$ cat src/rtl/l2_arb_pkg.sv
// rtl/l2_arb_pkg.sv - shared types and constants for the two-core L2 bus arbiter
package l2_arb_pkg;

    typedef enum logic [1:0] {
        IDLE      = 2'd0,
        ISSUE     = 2'd1,
        WAIT_FILL = 2'd2,
        RESP      = 2'd3
    } state_t;

    localparam logic [6:0] OPC_LOAD  = 7'b0000011;
    localparam logic [6:0] OPC_STORE = 7'b0100011;

    localparam logic [1:0] L2_HIT  = 2'b10;
    localparam logic [1:0] L2_MISS = 2'b01;
    localparam logic [1:0] L2_NONE = 2'b00;

endpackage

$ cat src/rtl/rr_pick2.sv
// rtl/rr_pick2.sv - two-way round-robin pick producing a one-hot winner
module rr_pick2 (
    input  logic [1:0] req,
    input  logic       rr_ptr,
    output logic [1:0] winner
);

    always_comb begin
        winner = 2'b00;
        if (req == 2'b11) begin
            winner = rr_ptr ? 2'b10 : 2'b01;
        end else begin
            winner = req;
        end
    end

endmodule

$ cat src/rtl/l2_bus_arbiter.sv
// rtl/l2_bus_arbiter.sv - arbitrates two cores onto one L2 port, one transaction at a time
module l2_bus_arbiter
    import l2_arb_pkg::*;
#(
    parameter int TIMEOUT_CYCLES = 16
) (
    input  logic        clk,
    input  logic        reset,
    input  logic [1:0]  req,
    input  logic [13:0] req_opcode,
    input  logic [63:0] req_address,
    input  logic [63:0] req_wdata,
    output logic [1:0]  gnt,
    output logic [1:0]  done,
    output logic [1:0]  err,
    output logic [31:0] rdata,
    output logic        busy,
    output logic [6:0]  l2_opcode,
    output logic [31:0] l2_address,
    output logic [31:0] l2_wdata,
    input  logic [1:0]  l2_hit,
    input  logic [31:0] l2_rdata
);

    localparam logic [4:0] CNT_LAST = 5'(TIMEOUT_CYCLES - 1);

    state_t      state_q;
    logic        rr_ptr_q;
    logic        id_q;
    logic [4:0]  cnt_q;
    logic [31:0] data_q;
    logic        fail_q;
    logic [1:0]  gnt_q;
    logic [1:0]  done_q;
    logic [1:0]  err_q;
    logic [31:0] rdata_q;
    logic        busy_q;
    logic [6:0]  l2_opcode_q;
    logic [31:0] l2_address_q;
    logic [31:0] l2_wdata_q;

    logic [1:0]  winner_d;
    logic        is_load_d;
    logic        hit_d;
    logic        to_resp_d;

    rr_pick2 u_pick (
        .req    (req),
        .rr_ptr (rr_ptr_q),
        .winner (winner_d)
    );

    // The L2 drive registers double as the transaction latch: they hold the
    // granted request for ISSUE/WAIT_FILL and are zeroed on the way to RESP.
    always_comb begin
        is_load_d = (l2_opcode_q == OPC_LOAD);
        hit_d     = (l2_hit == L2_HIT);
        to_resp_d = 1'b0;
        case (state_q)
            ISSUE:     to_resp_d = !is_load_d || hit_d;
            WAIT_FILL: to_resp_d = hit_d || (cnt_q == CNT_LAST);
            default:   to_resp_d = 1'b0;
        endcase
    end

    always_ff @(posedge clk or negedge reset) begin
        if (!reset) begin
            state_q      <= IDLE;
            rr_ptr_q     <= 1'b0;
            id_q         <= 1'b0;
            cnt_q        <= '0;
            data_q       <= '0;
            fail_q       <= 1'b0;
            gnt_q        <= '0;
            done_q       <= '0;
            err_q        <= '0;
            rdata_q      <= '0;
            busy_q       <= 1'b0;
            l2_opcode_q  <= '0;
            l2_address_q <= '0;
            l2_wdata_q   <= '0;
        end else begin
            gnt_q   <= '0;
            done_q  <= '0;
            err_q   <= '0;
            rdata_q <= '0;
            case (state_q)
                IDLE: begin
                    if (|req) begin
                        gnt_q        <= winner_d;
                        id_q         <= winner_d[1];
                        l2_opcode_q  <= winner_d[1] ? req_opcode[13:7]   : req_opcode[6:0];
                        l2_address_q <= winner_d[1] ? req_address[63:32] : req_address[31:0];
                        l2_wdata_q   <= winner_d[1] ? req_wdata[63:32]   : req_wdata[31:0];
                        data_q       <= '0;
                        fail_q       <= 1'b0;
                        busy_q       <= 1'b1;
                        state_q      <= ISSUE;
                    end
                end
                ISSUE: begin
                    if (is_load_d) begin
                        case (l2_hit)
                            L2_HIT:  data_q <= l2_rdata;
                            L2_MISS: begin
                                cnt_q   <= '0;
                                state_q <= WAIT_FILL;
                            end
                            L2_NONE: ;
                            default: ;
                        endcase
                    end
                end
                WAIT_FILL: begin
                    cnt_q <= cnt_q + 5'd1;
                    // A fill arriving on the timeout cycle still counts as a hit.
                    if (hit_d) begin
                        data_q <= l2_rdata;
                    end else if (cnt_q == CNT_LAST) begin
                        fail_q <= 1'b1;
                    end
                end
                RESP: begin
                    done_q   <= id_q ? 2'b10 : 2'b01;
                    err_q    <= fail_q ? (id_q ? 2'b10 : 2'b01) : 2'b00;
                    rdata_q  <= data_q;
                    rr_ptr_q <= ~id_q;
                    busy_q   <= 1'b0;
                    state_q  <= IDLE;
                end
                default: state_q <= IDLE;
            endcase
            if (to_resp_d) begin
                state_q      <= RESP;
                l2_opcode_q  <= '0;
                l2_address_q <= '0;
                l2_wdata_q   <= '0;
            end
        end
    end

    assign gnt        = gnt_q;
    assign done       = done_q;
    assign err        = err_q;
    assign rdata      = rdata_q;
    assign busy       = busy_q;
    assign l2_opcode  = l2_opcode_q;
    assign l2_address = l2_address_q;
    assign l2_wdata   = l2_wdata_q;

endmodule

$ cat config.mk
export PLATFORM = sky130hd
export DESIGN_NAME = l2_bus_arbiter
export DESIGN_NICKNAME = d
export VERILOG_FILES = /design/src/rtl/l2_arb_pkg.sv /design/src/rtl/rr_pick2.sv /design/src/rtl/l2_bus_arbiter.sv
export SDC_FILE = /design/constraint.sdc
export NUM_CORES = 1
export LEC_CHECK = 0
export BUFFER_PORTS_ARGS = -buffer_cell sky130_fd_sc_hd__buf_2
export CAP_MARGIN = 20
export CORE_MARGIN = 5
export CORE_UTILIZATION = 40
export CTS_CLUSTER_SIZE = 16
export DETAILED_ROUTE_END_ITERATION = 10
export PLACE_DENSITY_LB_ADDON = 0.25
export SLEW_MARGIN = 5
export SYNTH_ARGS = -nofsm -noshare
export SYNTH_HDL_FRONTEND = slang
export SYNTH_SLANG_ARGS = --single-unit
$ cat constraint.sdc
create_clock -name clk -period 4.65 [get_ports clk]
set_clock_uncertainty 0.15 [all_clocks]
set_input_delay 0.465 -clock clk [delete_from_list [all_inputs] [get_ports clk]]
set_output_delay 0.465 -clock clk [all_outputs]
set_load 0.02 [all_outputs]
==> results.toml <==
[run_status]
status = "finished, final reports clean"

[flow_run]
max_cap_violations = 0

[pwr]
power.total_mw = 6.57
internal_power_mw = 3.82
p_sw_share_pct = 41.8
pwr-share-comb_pct = 46.2
p_clk_share_pct = 21.9
power.switching_mw = 2.75
seqPwrFrac_pct = 31.9
power_density_nw_per_um2 = 693
ir_worst_vdd_v = 0.000352
cellLeakagePower_nw = 5.10

[logic_synthesis]
synth_flop_cell = "dfrtp_1"
synth_fp_nets = 801
ys_ff_latch = 152
synth-warning-count = 0
yosysTopAreaCell = "dfrtp_1"
netlist_instances = 613
synth_top_cell_area_share_pct = 52.2
synthesis.area_um2 = 7290
syn_area_per_cell_um2 = 11.9
ys_seq_area_share_pct = 52.2
synth.area.top_cells = "dfrtp_1 (52%), mux2i_1 (15%), a211oi_2 (12%), nor2_1 (4.0%), and2_1 (2.9%)"
synth.distinct_cells = 35
synth-async-reset-ratio_pct = 100
synth-edff-count = 0

[setup_path]
criticalPathCategory = "reg -> reg"
cp-end-kind = "register"
crit_required_ns = 4.83
crit_path_cell_trace = "inv_1, ha_1, inv_1, nor2_4, buf_4, nor2_1, a211oi_2"
critPathMaxFanout = 35
cp.arrival_ns = 2.85
crit_family = "simple AND/OR/NAND/NOR gates"
cp_common_cell = "inv_1"
cpMaxStageDelayCell = "nor2_4"
crit_buf_inv = 3
max_stage_delay_ns = 0.80
critical_path.startpoint_type = "register"

[place]
postPlaceCellArea_um2 = 8840
dp.cells = 1100
dp_slack_ns = 2.00
place.gp.congestion = 0.773
post-dp-hpwl_um = 13000
port-buffer-count = 289

[sta]
fin_crit_ns = 2.67
clock.fmax_ghz = 0.374
finalCritPeriodShare_pct = 57.4
hold_viol_final = 0
setup_slack_ns = 1.98
worst_pin_slew_ns = 1.10
rsz0062_at_grt = "false"
relSlewSlack_pct = 26.9
tns_ns = 0
finalSetupViolations = 0
slew_viol_final = 0

[clocking]
clockBufferDepth = 2
cts_resized = 0
cts-buffers-inserted = 17
clk_pin_slew_ns = 0.07
clk_latency_ns = 0.41
cts_tree = "yes"
cts_root_buffer = "clkbuf_16"
cts.sinks = 152
cts.htree.levels = 4

[detailed_routing]
drtIter0Drc = 199
avgRoutedWirePerCell_um = 15.6
vias_per_cell = 4.70
num_vias = 5335
drtPass1Iterations = 4
drc = 0
ant_nets = 0
routed_wl_um = 17700

[floorplanning]
io_pins = 290
die-width_um = 145
rows = 49
die_h_um = 145
start_util_pct = 40.6
die-area_um2 = 21000
core_um2 = 18000

[grt]
grt_pass1_vias = 5661
overflow = 0
grt_pass1_wl_um = 29300
antenna_found_initial = 1
grt_max_degree = 90
grt_usage_pct = 16.9

[worst_hold_path]
hold_path.class = "in -> reg"

[finish]
final_layout_size_suffix_gt1_share_pct = 45.7
area_growth_pct = 30.0
final_nets = 1079
fin_area_um2 = 9470
stdcell_count = 1134
==> layout by cell type, fill, tap and decap left out, drive strengths merged <==
cell type,count
inv,50
nor3,2
a221oi,2
clkbuf,17
ha,8
diode,1
mux2i,107
and3,2
nand2b,3
dfrtp,152
a211oi,72
nor2b,1
nand4,1
o2bb2ai,1
nor2,79
clkinvlp,3
and2,35
nand3b,1
a32o,2
o22ai,2
a21oi,5
bufinv,3
and3b,2
nand3,2
a31oi,4
nand4b,1
nor4,1
buf,302
dlygate4sd3,1
o21ai,4
nand2,36
clkinv,3
==> power by group through the flow <==
| stage | combinational (mW) | sequential, mW | clock, mW |
|---|---|---|---|
| after global placement | 3.05 | 2.12 | 0 |
| after floorplan | 1.97 | 2.59 | 0 |
| after detailed placement | 3.09 | 2.12 | 0 |
| after global routing | 3.33 | 2.16 | 1.55 |
| final | 3.03 | 2.10 | 1.44 |
| after CTS | 3.10 | 2.10 | 1.48 |
==> synthesized netlist by cell type (2+ instances only) <==
cell type	instances
nor3_1	2
a21oi_1	5
nor2_1	77
o22ai_1	2
buf_6	3
and3b_1	2
buf_2	17
buf_12	8
a31oi_1	4
o21ai_0	3
mux2i_1	107
a211oi_1	2
nand2b_1	3
nor2_2	2
dfrtp_1	152
a211oi_2	70
clkbuf_1	16
nand2_1	36
ha_1	8
and2_1	34
and3_1	2
nand3_1	2
inv_1	44
==> what timing repair did <==
item / in CTS / in global routing
endpoints found under the hold margin: 15 / 0
endpoints found under the setup margin: 0 / 0
hold buffers: 1 / 0
buffers inserted: 0 / 0
==> logic make-up (layout without fill, tap and decap cells) <==
family / Yosys count / in the layout / share of synthesized area (%)
flip-flops: 152 / 152 / 52.2
buffers and inverters: 88 / 379 / 6.92
adder cells (fa/ha/maj): 8 / 8 / 1.37
other: 0 / 1 / 0
AO/OA/AOI/OAI: 92 / 92 / 14.1
multiplexers: 107 / 107 / 14.7
AND/OR/NAND/NOR: 166 / 166 / 10.7
==> registers in the layout, summed over array words and instances, names as in the netlist <==
| name | cells |
|---|---|
| rr_ptr_q | 1 |
| cnt_q | 5 |
| gnt | 2 |
| data_q | 32 |
| err | 2 |
| rdata | 32 |
| fail_q | 1 |
| busy | 1 |
| state_q | 2 |
| done | 2 |
| l2_opcode | 7 |
| l2_wdata | 32 |
| id_q | 1 |
| l2_address | 32 |
==> worst reg2reg max path: stages (launching register included) <==
cell	delay (ns)
dfrtp_1	0.41
inv_1	0.13
ha_1	0.24
inv_1	0.14
nor2_4	0.80
buf_4	0.42
nor2_1	0.09
a211oi_2	0.20
==> final timing paths <==
check                                        from                    endpoint  slack, ns  cells past startpoint
min reg2reg                 data_q[1]$_DFFE_PN0P_          rdata[1]$_DFF_PN0_       0.33                      1
min                                  l2_rdata[22]      data_q[22]$_DFFE_PN0P_       0.13                      3
max                        state_q[1]$_DFFE_PN0P_    l2_wdata[21]$_DFFE_PN0P_       1.98                      7
max in group asynchronous                   reset  l2_address[28]$_DFFE_PN0P_       2.80                      3
max reg2reg                state_q[1]$_DFFE_PN0P_    l2_wdata[21]$_DFFE_PN0P_       1.98                      7
min in group asynchronous                   reset         rdata[20]$_DFF_PN0_       0.54                      2
==> through the flow <==
step,hold WS (ns),utilization (%)
6_report,0.134,52.7
5_1_grt,0.132,52.7
4_1_cts,0.114,52.7
3_3_place_gp,0.313,49.2
3_5_place_dp,0.318,49.2
2_1_floorplan,0.0194,-
==> cell type report <==
| cell class | instances | area, um2 |
|---|---|---|
| Antenna cell | 1 | 2.50 |
| Clock buffer | 17 | 425 |
| Clock inverter | 15 | 193 |
| Fill cell | 1643 | 8490 |
| Inverter | 44 | 165 |
| Multi-Input combinational cell | 373 | 3000 |
| Sequential cell | 152 | 3800 |
| Tap cell | 229 | 287 |
| Timing Repair Buffer | 303 | 1600 |
==> routing by layer <==
metal  wire length [um]  vias up  track usage [%]
met5                  0        -                0
met4                256        0             6.12
met3               1260       17             4.96
met2               8390      182             26.7
met1               7810     2488             22.1
li1                   -     2648                -
No activity file was read; power rests on OpenSTA's default activity.
